==> config.mk <==
export PLATFORM = sky130hd
export DESIGN_NAME = buscador_caracter_flat
export DESIGN_NICKNAME = d
export VERILOG_FILES = /design/src/rtl/buscador_caracter_if.sv /design/src/rtl/buscador_caracter.sv /design/src/flat_wrapper.sv
export SDC_FILE = /design/constraint.sdc
export NUM_CORES = 1
export LEC_CHECK = 0
export CAP_MARGIN = 40
export CORE_ASPECT_RATIO = 0.5
export CORE_MARGIN = 4
export CORE_UTILIZATION = 45
export DETAILED_ROUTE_END_ITERATION = 7
export PLACE_DENSITY_LB_ADDON = 0.3
export SYNTH_ARGS = -nofsm -noshare
export SYNTH_HDL_FRONTEND = slang
export SYNTH_SLANG_ARGS = --single-unit
==> constraint.sdc <==
create_clock -name clk -period 4.1 [get_ports clk]
set_input_delay 0.615 -clock clk [delete_from_list [all_inputs] [get_ports clk]]
set_output_delay 0.615 -clock clk [all_outputs]
set_load 0.005 [all_outputs]
==> src/rtl/buscador_caracter_if.sv <==
// Handshake and table-write bundle for buscador_caracter.
// Latency: none, wires only.
// Backpressure: carries the in_valid/in_ready and out_valid/out_ready pairs.
interface buscador_caracter_if #(
  parameter int ANCHO       = 7,
  parameter int PROFUNDIDAD = 36
);
  localparam int IW = $clog2(PROFUNDIDAD);

  // Table write port
  logic             wr_en;
  logic [IW-1:0]    wr_dir;
  logic [ANCHO-1:0] wr_dato;

  // Query side
  logic             in_valid;
  logic             in_ready;
  logic [ANCHO-1:0] in_caracter;

  // Result side
  logic             out_valid;
  logic             out_ready;
  logic [IW-1:0]    out_indice;
  logic             out_encontrado;

  // Producer of queries and table writes, consumer of results
  modport master (
    output wr_en, wr_dir, wr_dato,
    output in_valid, in_caracter,
    input  in_ready,
    input  out_valid, out_indice, out_encontrado,
    output out_ready
  );

  // The lookup engine itself
  modport slave (
    input  wr_en, wr_dir, wr_dato,
    input  in_valid, in_caracter,
    output in_ready,
    output out_valid, out_indice, out_encontrado,
    input  out_ready
  );
endinterface

==> src/rtl/buscador_caracter.sv <==
// Character lookup: scans a run-time written table one entry per clock, returns first matching index.
// Latency: hit at entry k -> out_valid k+1 edges after acceptance; miss -> PROFUNDIDAD edges.
// Backpressure: result held in LISTO until out_ready; in_ready low from acceptance until result taken.
// Optional case folding ('a'..'z' compared as 'A'..'Z') enabled by macro BUSCADOR_MAYUSCULAS_EN.
module buscador_caracter #(
  parameter int ANCHO       = 7,
  parameter int PROFUNDIDAD = 36
) (
  input  logic               clk,
  input  logic               rst,
  buscador_caracter_if.slave bus
);

  localparam int            IW     = $clog2(PROFUNDIDAD);
  localparam logic [IW-1:0] ULTIMO = IW'(PROFUNDIDAD - 1);

  typedef enum logic [1:0] {
    LIBRE = 2'd0,
    BUSCA = 2'd1,
    LISTO = 2'd2
  } estado_t;

  // Normalisation applied to both sides of every comparison. Only the low
  // seven bits are looked at; any wider bits pass through untouched.
  function automatic logic [ANCHO-1:0] plegar(input logic [ANCHO-1:0] c);
    logic [ANCHO-1:0] r;
    r = c;
`ifdef BUSCADOR_MAYUSCULAS_EN
    if ((c[6:0] >= 7'h61) && (c[6:0] <= 7'h7A)) begin
      r[5] = 1'b0;
    end
`endif
    return r;
  endfunction

  // Control and datapath state
  estado_t          estado_q,      estado_d;
  logic [IW-1:0]    puntero_q,     puntero_d;
  logic [ANCHO-1:0] caracter_q,    caracter_d;
  logic [IW-1:0]    indice_q,      indice_d;
  logic             encontrado_q,  encontrado_d;
  logic             out_valid_q,   out_valid_d;
  logic             in_ready_q,    in_ready_d;

  // Reference table: data has no reset, only the valid bits do
  logic [ANCHO-1:0]       tabla_dat_q [PROFUNDIDAD];
  logic [ANCHO-1:0]       tabla_dat_d [PROFUNDIDAD];
  logic [PROFUNDIDAD-1:0] tabla_vld_q, tabla_vld_d;

  logic aceptar;
  logic coincide;

  // A query is taken only while idle and advertising ready
  assign aceptar = bus.in_valid && in_ready_q && (estado_q == LIBRE);

  // Compare against registered table contents, so a same-cycle write to the
  // entry under test is only seen from the following cycle.
  assign coincide = tabla_vld_q[puntero_q] &&
                    (plegar(tabla_dat_q[puntero_q]) == plegar(caracter_q));

  // Table write decode: addresses at or beyond PROFUNDIDAD match no entry
  always_comb begin
    tabla_dat_d = tabla_dat_q;
    tabla_vld_d = tabla_vld_q;
    for (int i = 0; i < PROFUNDIDAD; i++) begin
      if (bus.wr_en && (bus.wr_dir == IW'(i))) begin
        tabla_dat_d[i] = bus.wr_dato;
        tabla_vld_d[i] = 1'b1;
      end
    end
  end

  // Search FSM next state and registered-output next values
  always_comb begin
    estado_d     = estado_q;
    puntero_d    = puntero_q;
    caracter_d   = caracter_q;
    indice_d     = indice_q;
    encontrado_d = encontrado_q;

    case (estado_q)
      LIBRE: begin
        if (aceptar) begin
          caracter_d = bus.in_caracter;
          puntero_d  = '0;
          estado_d   = BUSCA;
        end
      end

      BUSCA: begin
        if (coincide) begin
          indice_d     = puntero_q;
          encontrado_d = 1'b1;
          estado_d     = LISTO;
        end else if (puntero_q == ULTIMO) begin
          indice_d     = '0;
          encontrado_d = 1'b0;
          estado_d     = LISTO;
        end else begin
          puntero_d = puntero_q + IW'(1);
        end
      end

      LISTO: begin
        if (bus.out_ready) begin
          estado_d = LIBRE;
        end
      end

      default: begin
        estado_d = LIBRE;
      end
    endcase

    // Handshake outputs are decoded from the next state so they are flops
    out_valid_d = (estado_d == LISTO);
    in_ready_d  = (estado_d == LIBRE);
  end

  // Control, result and valid-bit registers with synchronous reset
  always_ff @(posedge clk) begin
    if (rst) begin
      estado_q     <= LIBRE;
      puntero_q    <= '0;
      caracter_q   <= '0;
      indice_q     <= '0;
      encontrado_q <= 1'b0;
      out_valid_q  <= 1'b0;
      in_ready_q   <= 1'b0;
      tabla_vld_q  <= '0;
    end else begin
      estado_q     <= estado_d;
      puntero_q    <= puntero_d;
      caracter_q   <= caracter_d;
      indice_q     <= indice_d;
      encontrado_q <= encontrado_d;
      out_valid_q  <= out_valid_d;
      in_ready_q   <= in_ready_d;
      tabla_vld_q  <= tabla_vld_d;
    end
  end

  // Table data storage, meaningful only where the valid bit is set
  always_ff @(posedge clk) begin
    tabla_dat_q <= tabla_dat_d;
  end

  assign bus.in_ready       = in_ready_q;
  assign bus.out_valid      = out_valid_q;
  assign bus.out_indice     = indice_q;
  assign bus.out_encontrado = encontrado_q;

endmodule

==> src/flat_wrapper.sv <==
// flat-port wrapper written by rule: the top's interface ports become plain ports
module buscador_caracter_flat 
#(
  parameter int ANCHO       = 7,
  parameter int PROFUNDIDAD = 36
)
  (clk, rst, bus_wr_en, bus_wr_dir, bus_wr_dato, bus_in_valid, bus_in_caracter, bus_in_ready, bus_out_valid, bus_out_indice, bus_out_encontrado, bus_out_ready);
  buscador_caracter_if #(.ANCHO(ANCHO), .PROFUNDIDAD(PROFUNDIDAD)) bus_i ();
  input  logic clk;
  input  logic rst;
  input wire logic [$bits(bus_i.wr_en)-1:0] bus_wr_en;
  input wire logic [$bits(bus_i.wr_dir)-1:0] bus_wr_dir;
  input wire logic [$bits(bus_i.wr_dato)-1:0] bus_wr_dato;
  input wire logic [$bits(bus_i.in_valid)-1:0] bus_in_valid;
  input wire logic [$bits(bus_i.in_caracter)-1:0] bus_in_caracter;
  output wire logic [$bits(bus_i.in_ready)-1:0] bus_in_ready;
  output wire logic [$bits(bus_i.out_valid)-1:0] bus_out_valid;
  output wire logic [$bits(bus_i.out_indice)-1:0] bus_out_indice;
  output wire logic [$bits(bus_i.out_encontrado)-1:0] bus_out_encontrado;
  input wire logic [$bits(bus_i.out_ready)-1:0] bus_out_ready;
  assign bus_i.wr_en = bus_wr_en;
  assign bus_i.wr_dir = bus_wr_dir;
  assign bus_i.wr_dato = bus_wr_dato;
  assign bus_i.in_valid = bus_in_valid;
  assign bus_i.in_caracter = bus_in_caracter;
  assign bus_in_ready = bus_i.in_ready;
  assign bus_out_valid = bus_i.out_valid;
  assign bus_out_indice = bus_i.out_indice;
  assign bus_out_encontrado = bus_i.out_encontrado;
  assign bus_i.out_ready = bus_out_ready;
  buscador_caracter #(.ANCHO(ANCHO), .PROFUNDIDAD(PROFUNDIDAD)) u_core (.clk(clk), .rst(rst), .bus(bus_i));
endmodule
# Yosys cells after proc, flatten, opt, wreduce, memory -nomap -nowiden
# Cells that the tools add are included.
dict set report word_totals {
  reg_bits 312
  latchBits 0
  mem_bits_rw 0
  mem_bits_ro 0
  input_bits 25
  output_inout_bits 9
  elab_cells 191
  mem_count 0
}
dict set report op_classes {
  n_addsub 1
  mul 0
  div_mod_pow 0
  n_lt_le_gt_ge 2
  eq_ne 43
  shifts 0
  n_mux 18
  bitwise_logic 1
  reduce_logical 47
}
# operator count
set ops {}
lappend ops {{equality test 6 x 5 -> 1 bit, second input constant} 16}
lappend ops {{equality test 6 x 4 -> 1 bit, second input constant} 8}
lappend ops {{binary-select mux 7 bit (select 6 bit)} 1}
lappend ops {{logical AND 1 bit} 39}
lappend ops {{equality test 6 bit, second input constant} 5}
lappend ops {{two-way mux 6 bit} 5}
lappend ops {{equality test 6 x 3 -> 1 bit, second input constant} 4}
lappend ops {{two-way mux 7 bit} 2}
lappend ops {{equality test 6 x 2 -> 1 bit, second input constant} 2}
lappend ops {{case mux 6 bit (2 select lines)} 1}
lappend ops {{two-way mux 2 bit} 4}
lappend ops {{equality test 7 bit} 1}
lappend ops {{>= comparator 7 bit, second input constant} 1}
lappend ops {{< comparator 6 x 7 -> 1 bit, second input constant} 1}
lappend ops {{inverter 6 -> 7 bit} 1}
lappend ops {{adder 6 x 1 -> 6 bit, second input constant} 1}
lappend ops {{binary-select mux 1 bit (select 6 bit)} 1}
lappend ops {{equality test 6 x 1 -> 1 bit, second input constant} 1}
lappend ops {{zero test 6 bit} 1}
lappend ops {{case mux 2 bit (3 select lines)} 1}
lappend ops {{equality test 2 bit, second input constant} 2}
lappend ops {{zero test 2 bit} 2}
lappend ops {{inequality test 2 bit, second input constant} 2}
lappend ops {{AND reduction 2 bit} 2}
lappend ops {{other kinds (5)} 8}

# Logic depth before layout (Yosys ltp)
# Gate-level depths: netlist of the first run.
dict set report depth {
  ltp_word 9
  depth_mapped 15
}

# Least setup slack after synthesis of the first run
# OpenSTA, ideal clock, no wires.
dict set report synth_timing {
  path_kind {reg2reg}
  start {register u_core.puntero_q[0]}
  end {register u_core.puntero_q[0]}
  t_arrival_ns 3.050
  path_slack_ns 0.984
  path_stages_with_launch 13
  path_buffers 3
  path_cell_list {dfxtp_1 buf_6 buf_6 buf_6 mux4_2 a2111oi_0 a21boi_1 a211o_1 nor4_1 nand4b_1 nand3_1 mux2_2 nor2_1}
}
dict set report synth_via {
  elab_chain_cells 8
}
# item line_no
set synth_lines {}
lappend synth_lines {{from (decl)} buscador_caracter.sv:38} ;# logic [IW-1:0] puntero_q, puntero_d;
lappend synth_lines {{from (signal assigned)} buscador_caracter.sv:133} ;# puntero_q <= puntero_d;
lappend synth_lines {{inverter 6 -> 7 bit (implied by the code)} buscador_caracter.sv:59} ;# (plegar(tabla_dat_q[puntero_q]) == plegar(caracter_q));
lappend synth_lines {{binary-select mux 7 bit (select 6 bit)} buscador_caracter.sv:59}
lappend synth_lines {{two-way mux 7 bit (implied by the code) (2 in a row)} buscador_caracter.sv:59}
lappend synth_lines {{equality test 7 bit} buscador_caracter.sv:59}
lappend synth_lines {{logical AND 1 bit} buscador_caracter.sv:58} ;# assign coincide = tabla_vld_q[puntero_q] &&
lappend synth_lines {{inequality test 2 bit (no source line)} --}
lappend synth_lines {{AND reduction 4 bit (no source line)} --}
# Parallel ways exist; a longest one is shown, timed or not. The select of a mux whose other input is x is not followed.
# A chain may end at the register's enable or synchronous reset.

# Worst setup path after layout of the first run
dict set report layout_timing {
  start {register u_core.puntero_q[1]}
  end {register u_core.indice_q[4] (netlist: u_core.bus.out_indice[4])}
}
dict set report layout_via {
  elab_chain_cells 8
}
# item line_no
set layout_lines {}
lappend layout_lines {{inverter 6 -> 7 bit (implied by the code)} buscador_caracter.sv:59}
lappend layout_lines {{binary-select mux 7 bit (select 6 bit)} buscador_caracter.sv:59}
lappend layout_lines {{two-way mux 7 bit (implied by the code) (2 in a row)} buscador_caracter.sv:59}
lappend layout_lines {{equality test 7 bit} buscador_caracter.sv:59}
lappend layout_lines {{logical AND 1 bit} buscador_caracter.sv:58}
lappend layout_lines {{nonzero test 2 bit (no source line)} --}
lappend layout_lines {{AND reduction 2 bit (no source line)} --}
lappend layout_lines {{to (signal assigned)} buscador_caracter.sv:135} ;# indice_q <= indice_d;
lappend layout_lines {{to (decl)} buscador_caracter.sv:40} ;# logic [IW-1:0] indice_q, indice_d;
# Parallel ways exist; a longest one is shown, timed or not. The select of a mux whose other input is x is not followed.

==> impl_results.md, run 1 <==
* Status: finished, final reports clean
* Cts repair resizes at 0
* Peak VDD IR at 0.302 mV
* Die Width at around 240 um
* Hold Crit Start: rst
* CP top delay family: simple AND/OR/NAND/NOR gates
* Setup TNS at 0 ns
* WL final at slightly above 30000 um
* Max-Cap Viols at 0
* Height of the die at about 130 um
* Slowest stage delay, CP at approximately 0.73 ns
* Placer Congestion at roughly 0.93
* Crit path launch type: flop
* Mean post-synth cell area at between 15 and 20 sq um
* Worst-Margin Slew at approximately 0.94 ns
* Clk_skew at between 0.006 and 0.007 ns
* Final Hold Fails at 0
* Reg area at around 8800 sq um
* Fraction of layout instances using a drive strength above 1 at 17.9%
* Sequential area share after synthesis at between 60 and 70%
* Grt met2 use at a little under a third
* Synth Register Bits at ~310
* Slew Limit Fails at 0
* Setup crit end kind: flop
* GRT overflow at 0
* Non-filler cells, final at 1234
* Core ar. at 27000 sq um
* Grt met1 use at between 20% and 30%
* Io pins at 34
* DR vias at 7299
* DPL Wire Length at approximately 20000 um
* Initial Util at between 40% and 50%
* Antenna cells at 0
* DRT iter0 DRCs at a little under 900
* Cell leakage power at 4.51 nW
* Syn nets at about 810
* Fillcell total at about 2100
* Hold Path Class: input pin to flop
* Layer with the highest usage: met2
* Insertion delay to the later sink of the worst-skew pair at 0.54 ns
* YS warnings at 0
* Clock-pin slew on the worst setup and hold paths at 0.07 ns
* Critical Path RT at between 4 and 5 ns
* Crit Path Class: flop to flop
* Critical path startpoint: u_core.puntero_q[1]
* Nets at 864
* Post-layout min period at 3.81 ns
* Post-synth ARST share at 0%
* Row count at 42
* # DRC at 0
* Setup Viol. Count Final at 0
* IO buf count at 33
* Largest net degree at the start of global routing at 49
* TritonCTS Sinks at roughly 310
* CTS HTree Levels at 1
* Fmax achieved at between 200 and 300 MHz
* Cts hold-fix bufs at 0
* Clk buf depth at 3
* Slew margin rel. at between 30% and 40%
* PD cells at 454 nW/um^2
* Final ANT Viol Nets at 0
* First-pass detailed-route iteration total at 8
* Critical Path AT at 4.30 ns
* Main synth FF type: edfxtp_1
* Multi-input logic area at 3450 sq um
* Gr usage total at between 15 and 20%
* Initial antenna violation count at 0
* Placed cells at between 1000 and 1500
* Flop2flop setup slack at 0.29 ns
* Final Cycle Share at between 90% and 100%
* Root buffer selected by CTS: clkbuf_16
* Drt wl/cell at 24.7 um
* Global-route wire length before repair at 45700 um
* Vias/cell at roughly 5.9
* Met3 Use GR at 4.27%
* Vias in the first global route at about 7100
* Synth-to-Final Area Change at 13.7%
* EDFF count, synth at about 250
* Final Util at 53.0%
* Library cells used by synthesis at 70
* Min Hold Slack at approximately 0.4 ns
* CTS tree: done
* Post-CTS Setup Repair Bufs at 0
* Crit-path cells: nand3b_1, o221ai_1, a211oi_2, a211oi_1, mux2_4, or4_1, or4_4, nor2_8, a22o_1
* Worst path bufs/invs at 0
* RSZ-0062 raised after global routing: false
* Mapped Cells at between 700 and 800
* Mapped cell area at ~13000 sq um
* Crit Reg-Reg Startpoint: u_core.puntero_q[1]
* CP max-delay cell: dfxtp_2
* DIE AREA at about 31000 sq um
* Number of clock buffers inserted by TritonCTS at 28
* Critical-path maximum fanout at 22
==> cell families (layout without fill, tap and decap cells) <==
logic type | after synthesis | count (layout) | synth area share [%]
AO/OA/AOI/OAI | 91 | 91 | 5.57
XOR/XNOR | 1 | 1 | 0.0696
adder cells (fa/ha/maj) | 1 | 1 | 0.0994
buffers and inverters | 51 | 129 | 2.92
flip-flops | 312 | 312 | 69.7
multiplexers | 103 | 103 | 13.5
AND/OR/NAND/NOR | 223 | 223 | 8.18
==> layer usage <==
metal | vias up | routed length (um)
met5 | - | 0
li1 | 3147 | -
met3 | 49 | 2900
met1 | 3733 | 13400
met2 | 370 | 13600
met4 | 0 | 467
==> state kept, by name, indices dropped and copies added, names as in the netlist <==
signal                     flops
u_core.caracter_q              7
u_core.bus.in_ready            1
u_core.bus.out_indice          6
u_core.bus.out_valid           1
u_core.puntero_q               6
u_core.estado_q                2
u_core.bus.out_encontrado      1
u_core.tabla_dat_q           252
u_core.tabla_vld_q            36
==> layout by cell type, fill, tap and decap left out, types with 4 or more instances in the layout <==
cell type,instances
mux4_2,41
or3_1,4
nor2_1,115
nand2b_1,6
mux4_1,8
clkdlybuf4s50_1,32
nor2b_1,8
dfxtp_1,57
a21oi_1,20
a22o_1,7
mux2i_1,40
nand2_1,44
inv_1,9
a22oi_1,6
o21ba_2,6
clkbuf_1,6
nand3_1,16
mux2_2,13
buf_4,32
edfxtp_1,252
bufinv_16,4
clkbuf_16,28
a31oi_1,6
nor4_1,5
o221ai_1,10
==> final timing paths <==
check,to,cells after the start
worst max-delay path,u_core.bus.out_indice[4],9
worst min register to register,u_core.tabla_vld_q[28],2
worst min-delay path,u_core.tabla_vld_q[34],2
worst max register to register,u_core.bus.out_indice[4],9
==> metrics by stage <==
| stage | worst slack (ns) | cell area [sq um] | total power [W] |
|---|---|---|---|
| 2_1_floorplan | 0.984 | 12600 | 0.00370 |
| 3_3_place_gp | 0.317 | 13300 | 0.00383 |
| 3_5_place_dp | 0.348 | 13300 | 0.00384 |
| 4_1_cts | 0.339 | 14300 | 0.00650 |
| 5_1_grt | 0.0267 | 14300 | 0.00667 |
| 6_report | 0.285 | 14300 | 0.00649 |
==> final cells by class <==
class	count	area share (%)
multi-input combinational	419	24.1
tap	374	3.27
clock buffer	39	5.45
clock inverter	13	1.24
inverter	9	0.236
sequential	312	61.4
timing repair buffer	68	4.34
==> cells in the mapped netlist (8+ instances only) <==
master | instances | area share (%)
clkbuf_1 | 13 | 0.39
o221ai_1 | 10 | 0.70
edfxtp_1 | 252 | 60
mux2i_1 | 40 | 3.2
nor2_1 | 115 | 3.4
nand2_1 | 44 | 1.3
a21oi_1 | 20 | 0.80
mux2_2 | 13 | 1.2
nor2b_1 | 8 | 0.40
buf_2 | 9 | 0.36
mux4_2 | 41 | 7.3
buf_6 | 9 | 0.81
inv_1 | 9 | 0.27
nand3_1 | 16 | 0.64
dfxtp_1 | 60 | 9.5
mux4_1 | 8 | 1.7
==> report_power, final <==
part,switching (W),internal (W),leakage [nW],total [W]
Sequential,0.0000221,0.00344,2.75,0.00346
Clock,0.00113,0.00158,0.463,0.00271
Combinational,0.000183,0.000123,1.29,0.000306
Total,0.00134,0.00515,4.51,0.00649
No activity file was read; power rests on OpenSTA's default activity.
==> run 2, diff against run 1 <==
--- a/config.mk
+++ b/config.mk
@@ -11,6 +11,7 @@
 export CORE_UTILIZATION = 45
 export DETAILED_ROUTE_END_ITERATION = 7
 export PLACE_DENSITY_LB_ADDON = 0.3
+export SETUP_SLACK_MARGIN = 0.15
 export SYNTH_ARGS = -nofsm -noshare
 export SYNTH_HDL_FRONTEND = slang
 export SYNTH_SLANG_ARGS = --single-unit
==> run 2 against run 1 <==
Cell area up 0.12%. Critical path depth up 1. Die area unchanged. Final cell count about the same. Sequential cell count unchanged. Clock skew up 0.00086 ns. Core utilization up 0.065 points. Clock-buffer cell count unchanged. Hold slack better by 0.0023 ns. Critical path type unchanged. Largest cell class unchanged. Register-to-register slack better by 0.11 ns.
==> impl_results.md, run 2 (synthesized netlist as in run 1, its figures left out) <==
* Crit Path Class: flop to flop
* WL final at 30500 um (+0.32%)
* Post-layout min period at 3.71 ns (-0.109 ns)
* DIE AREA at 30900 sq um (unchanged)
* IO buf count at 33 (unchanged)
* Initial antenna violation count at 0 (unchanged)
* Slew Limit Fails at 0 (unchanged)
* Largest net degree at the start of global routing at 49 (unchanged)
* Worst-Margin Slew at 0.923 ns (-0.0151 ns)
* Number of clock buffers inserted by TritonCTS at 28 (unchanged)
* Height of the die at 126 um (unchanged)
* Vias in the first global route at 7129 (unchanged)
* Max reg flops at 252 (unchanged)
* Final ANT Viol Nets at 0 (unchanged)
* Slowest stage delay, CP at 0.57 ns (-0.16 ns)
* Final Hold Fails at 0 (unchanged)
* TritonCTS Sinks at 312 (unchanged)
* Clk_skew at 0.00771 ns (+0.000858 ns)
* Drt wl/cell at 24.7 um (+0.24%)
* Clock-pin slew on the worst setup and hold paths at 0.07 ns (about the same)
* Antenna cells at 0 (unchanged)
* Setup Viol. Count Final at 0 (unchanged)
* Max-Cap Viols at 0 (unchanged)
* Die Width at 244 um (unchanged)
* Biggest regs: u_core.tabla_dat_q x252, u_core.tabla_vld_q x36, u_core.caracter_q x7
* Io pins at 34 (unchanged)
* PD cells at 453 nW/um^2 (about the same)
* Post-route cell area at 14300 sq um (+0.12%)
* Critical Path AT at 4.19 ns (-0.11 ns)
* Gr usage total at 19.5% (unchanged)
* Global-route wire length before repair at 45700 um (unchanged)
* Insertion delay to the later sink of the worst-skew pair at 0.54 ns (about the same)
* Placer Congestion at 0.928 (unchanged)
* Crit-path cells: buf_4, mux2i_1, o22ai_1, o311ai_0, buf_4, mux2i_1, or4_1, or4_4, nor2_8, a22o_1
* Fmax achieved at 270 MHz (+2.9%)
* DPL Wire Length at 20200 um (unchanged)
* DR vias at 7275 (-0.33%)
* GRT overflow at 0 (unchanged)
* Initial Util at 46.7% (unchanged)
* Core ar. at 27000 sq um (unchanged)
* Crit path launch type: flop
* Cell leakage power at 4.51 nW (+0.17%)
* Peak VDD IR at 0.302 mV (about the same)
* Critical-path maximum fanout at 22 (unchanged)
* Final Cycle Share at 90.4% (-2.7 points)
* Post-place setup slack at 0.348 ns (unchanged)
* Most frequent cells in the layout: 252 x edfxtp_1, 115 x nor2_1, 57 x dfxtp_1
* First-pass detailed-route iteration total at 5 (-3)
* Clk buf depth at 3 (unchanged)
* Setup TNS at 0 ns (unchanged)
* Vias/cell at 5.89 (-0.41%)
* Slew margin rel. at 38.3% (+1.0 points)
* Nets at 865 (+0.12%)
* Synth-to-Final Area Change at 13.8%
* Status: finished, final reports clean
* RSZ-0062 raised after global routing: false
* Critical Path RT at 4.59 ns (about the same)
* Row count at 42 (unchanged)
* Fillcell total at 2146 (-0.093%)
* Root buffer selected by CTS: clkbuf_16
* Setup crit end kind: flop
* Biggest register: u_core.tabla_dat_q
* CTS HTree Levels at 1 (unchanged)
* Post-DP Area at 13300 sq um (unchanged)
* CP max-delay cell: or4_4
* Hold Path Class: input pin to flop
* Fraction of layout instances using a drive strength above 1 at 18.0% (+0.095 points)
* Design Power at 0.00649 W (about the same)
* Final worst slack at 0.394 ns (+0.109 ns)
* Commonest non-fill, non-tap cell in the layout: edfxtp_1
* CTS tree: done
* # DRC at 0 (unchanged)
* DRT iter0 DRCs at 835 (-6.1%)
## run 2: cell count changes in the layout (fill, tap and decap cells not counted)
cell     delta
dfxtp_2     -1
buf_8       +1
dfxtp_4     +1
## run 2: critical path, delay by kind of cell, from the launching register on
kind                   cells  cell delay [ns]
muxes                      2             0.47
AOI/OAI and AO/OA          3             0.81
and+or+nand+nor            3             1.19
DFF                        1             0.54
buffers and inverters      2             0.62
## run 2: path summary, 6_finish.rpt
kind	start	end	slack (ns)	depth (start not counted)
max	u_core.puntero_q[0]	u_core.bus.out_indice[4]	0.39	10
min	rst	u_core.tabla_vld_q[34]	0.40	2
max reg2reg	u_core.puntero_q[0]	u_core.bus.out_indice[4]	0.39	10
min reg2reg	u_core.tabla_vld_q[28]	u_core.tabla_vld_q[28]	0.47	2
## run 2: per-stage QoR
stage | hold WS (ns) | util [%] | std cells
2_1_floorplan | 0.435 | - | 782
3_5_place_dp | 0.460 | 49.5 | 1182
3_3_place_gp | 0.446 | 49.2 | 1174
4_1_cts | 0.392 | 53.0 | 1234
6_report | 0.401 | 53.1 | 1235
5_1_grt | 0.409 | 53.1 | 1235
## run 2: metal layers
| metal | up-vias | global-route usage [%] | routed length [um] |
|---|---|---|---|
| met1 | 3748 | 29.1 | 13600 |
| li1 | 3147 | - | - |
| met2 | 333 | 30.1 | 13700 |
| met4 | 0 | 3.25 | 496 |
| met3 | 47 | 4.27 | 2790 |
| met5 | - | 0 | 0 |
## run 2: repair_timing
| item | CTS | global route |
|---|---|---|
| hold buffers | 0 | 0 |
| setup buffers | 0 | 1 |
| setup endpoints to repair | 0 | 8 |
| gates resized for setup | 0 | 1 |
## run 2: layout make-up
cell class | count | area (sq um) | share of cell area [%]
clock buffers | 39 | 779 | 5.44
inverters | 9 | 33.8 | 0.236
multi-input cells | 419 | 3450 | 24.1
well taps | 374 | 468 | 3.27
flip-flops and latches | 312 | 8780 | 61.3
clock inverters | 13 | 178 | 1.24
repair buffers | 69 | 636 | 4.44
## run 2: where the power goes
part	internal (W)	switching, W
registers	0.00344	0.0000192
clock network	0.00158	0.00113
logic	0.000125	0.000188
==> run 3, diff against run 2 <==
--- a/config.mk
+++ b/config.mk
@@ -8,7 +8,7 @@
 export CAP_MARGIN = 40
 export CORE_ASPECT_RATIO = 0.5
 export CORE_MARGIN = 4
-export CORE_UTILIZATION = 45
+export CORE_UTILIZATION = 39
 export DETAILED_ROUTE_END_ITERATION = 7
 export PLACE_DENSITY_LB_ADDON = 0.3
 export SETUP_SLACK_MARGIN = 0.15
==> run 3 against run 2 <==
Hold slack improved by 0.065 ns. Sequential cell count did not move. Clock skew rose by 0.0057 ns. Critical path type unchanged. Global-route usage fell by 1.8 points. Sequential share of layout area fell by 1.2 points. Core utilization fell by 7.1 points. Clock power rose by 2%.
==> impl_results.md, run 3 (synthesized netlist as in run 1, its figures left out) <==
* Multi-input logic area at 3450 sq um (+0.18%)
* PD cells at 449 nW/um^2 (-1.0%)
* Vias in the first global route at 7317 (+2.6%)
* Crit path launch type: flop
* Critical-path maximum fanout at 12 (-45%)
* Non-filler cells, final at 1312 (+6.2%)
* Root buffer selected by CTS: clkbuf_16
* WL met2 at 13700 um (+0.29%)
* WL final at 30800 um (+1.0%)
* Row count at 46 (+9.5%)
* Largest net degree at the start of global routing at 38 (-22%)
* Cell leakage power at 4.65 nW (+3.1%)
* Nets at 884 (+2.2%)
* Placed cells at 1256 (+6.3%)
* RSZ-0062 raised after global routing: false
* DR vias at 7142 (-1.8%)
* Slew margin rel. at 41.1% (+2.9 points)
* Die Width at 262 um (+7.2%)
* Cts hold-fix bufs at 0 (unchanged)
* Biggest regs: u_core.tabla_dat_q x252, u_core.tabla_vld_q x36, u_core.caracter_q x7
* DIE AREA at 35400 sq um (+15%)
* Initial antenna violation count at 0 (unchanged)
* CTS tree: done
* # DRC at 0 (unchanged)
* IO buf count at 33 (unchanged)
* Crit Path Class: flop to flop
* Fmax achieved at 268 MHz (-0.80%)
* Cts repair resizes at 0 (unchanged)
* Gr usage total at 17.6% (-1.8 points)
* Synth-to-Final Area Change at 16.1%
* Post-route cell area at 14600 sq um (+2.0%)
* Fraction of layout instances using a drive strength above 1 at 20.3% (+2.3 points)
* Insertion delay to the later sink of the worst-skew pair at 0.55 ns (about the same)
* Final Util at 46.1% (-7.1 points)
* Critical path destination: u_core.puntero_q[3]
* Worst r2r dst: u_core.puntero_q[3]
* Final ANT Viol Nets at 0 (unchanged)
* Final Hold Fails at 0 (unchanged)
* Drt wl/cell at 23.5 um (-4.9%)
* CTS HTree Levels at 1 (unchanged)
* Met3 WL at 2510 um (-10%)
* Critical path startpoint: u_core.puntero_q[1]
* Post-CTS Setup Repair Bufs at 0 (unchanged)
* Setup TNS at 0 ns (unchanged)
* Peak VDD IR at 0.311 mV (+2.9%)
* Initial Util at 39.7% (-7.0 points)
* Critical Path AT at 4.20 ns (about the same)
* Clk_skew at 0.0134 ns (+0.00567 ns)
* Core ar. at 31700 sq um (+18%)
* DRT iter0 DRCs at 749 (-10%)
* Setup crit end kind: flop
* FF-to-FF path depth at 12 (+2)
* DPL Wire Length at 20500 um (+1.4%)
* Max-Cap Viols at 0 (unchanged)
* Placer Congestion at 0.885 (-4.7%)
* Reg area at 8770 sq um (about the same)
* Flop2flop setup slack at 0.36 ns (-0.03 ns)
* Io pins at 34 (unchanged)
* Critical Path RT at 4.57 ns (-0.02 ns)
* Fillcell total at 2723 (+27%)
* Most frequent cells in the layout: 252 x edfxtp_1, 115 x nor2_1, 57 x dfxtp_1
* Status: finished, final reports clean
* Clk buf depth at 3 (unchanged)
* Max reg flops at 252 (unchanged)
* GRT overflow at 0 (unchanged)
* Height of the die at 135 um (+6.9%)
* M1 WL at 14000 um (+2.8%)
* Biggest register: u_core.tabla_dat_q
* Final Cycle Share at 91.1% (+0.73 points)
* Worst-Margin Slew at 0.880 ns (-0.0428 ns)
* Vias/cell at 5.44 (-7.6%)
* Setup Viol. Count Final at 0 (unchanged)
* Number of clock buffers inserted by TritonCTS at 29 (+3.6%)
* TritonCTS Sinks at 312 (unchanged)
* Post-DP Area at 13600 sq um (+1.6%)
* Antenna cells at 0 (unchanged)
* Post-layout min period at 3.74 ns (+0.0299 ns)
* Slew Limit Fails at 0 (unchanged)
* First-pass detailed-route iteration total at 5 (unchanged)
* Crit Reg-Reg Startpoint: u_core.puntero_q[1]
* Global-route wire length before repair at 46600 um (+2.0%)
* Top layer in use: met4
* Clock-pin slew on the worst setup and hold paths at 0.07 ns (about the same)
* Commonest non-fill, non-tap cell in the layout: edfxtp_1
* Hold Path Class: flop to flop
run 3: changes by cell type in the layout (fill, tap and decap cells not counted), sizes merged:
| cell | previous run | this run |
|---|---|---|
| buf | 37 | 55 |
| clkbuf | 39 | 46 |
| clkinv | 7 | 2 |
| bufinv | 4 | 2 |
| inv | 9 | 11 |
| clkinvlp | 2 | 1 |
run 3: area by class of cell:
cell class	instances	share of cell area (%)
repair buffers	87	5.48
clock buffers	46	6.24
inverters	9	0.231
flip-flops and latches	312	60.1
clock inverters	7	0.634
multi-input cells	419	23.6
well taps	432	3.70
run 3: metrics by stage:
step	hold WS, ns	power [W]	setup slack [ns]
final	0.466	0.00655	0.364
after global routing	0.498	0.00675	0.169
after CTS	0.469	0.00658	0.364
after detailed placement	0.454	0.00384	0.398
after global placement	0.445	0.00383	0.416
after floorplan	0.435	0.00370	0.984
run 3: per-layer routing:
layer | vias to the layer above | GRT usage, %
li1 | 3185 | -
met1 | 3646 | 26.7
met2 | 267 | 26.9
met3 | 44 | 3.04
met4 | 0 | 3.80
met5 | - | 0
run 3: power by group:
part	internal [W]	switching (W)	leakage, nW	total [W]
combinational	0.000133	0.000180	1.40	0.000313
sequential	0.00344	0.0000198	2.75	0.00346
clock	0.00165	0.00113	0.497	0.00278
run 3: worst min path at each step:
stage | cells after the start | slack (ns) | start | to
2_1_floorplan | 2 | 0.43 | u_core.tabla_vld_q[14] | u_core.tabla_vld_q[14]
3_3_place_gp | 2 | 0.44 | u_core.tabla_vld_q[25] | u_core.tabla_vld_q[25]
3_5_place_dp | 2 | 0.45 | u_core.caracter_q[1] | u_core.caracter_q[1]
4_1_cts | 2 | 0.47 | u_core.caracter_q[1] | u_core.caracter_q[1]
5_1_grt | 2 | 0.50 | u_core.caracter_q[2] | u_core.caracter_q[2]
6_report | 2 | 0.47 | u_core.caracter_q[1] | u_core.caracter_q[1]
run 3: critical path: stages (launching register included):
cell and delay, ns:
dfxtp_2 0.57, buf_4 0.28, mux4_2 0.52, mux2i_1 0.19, o21ai_1 0.15, o311ai_0 0.32
buf_4 0.18, mux2i_1 0.24, nor4_1 0.09, nand4b_1 0.23, nand3_1 0.23, or4b_1 0.53
a31oi_1 0.13
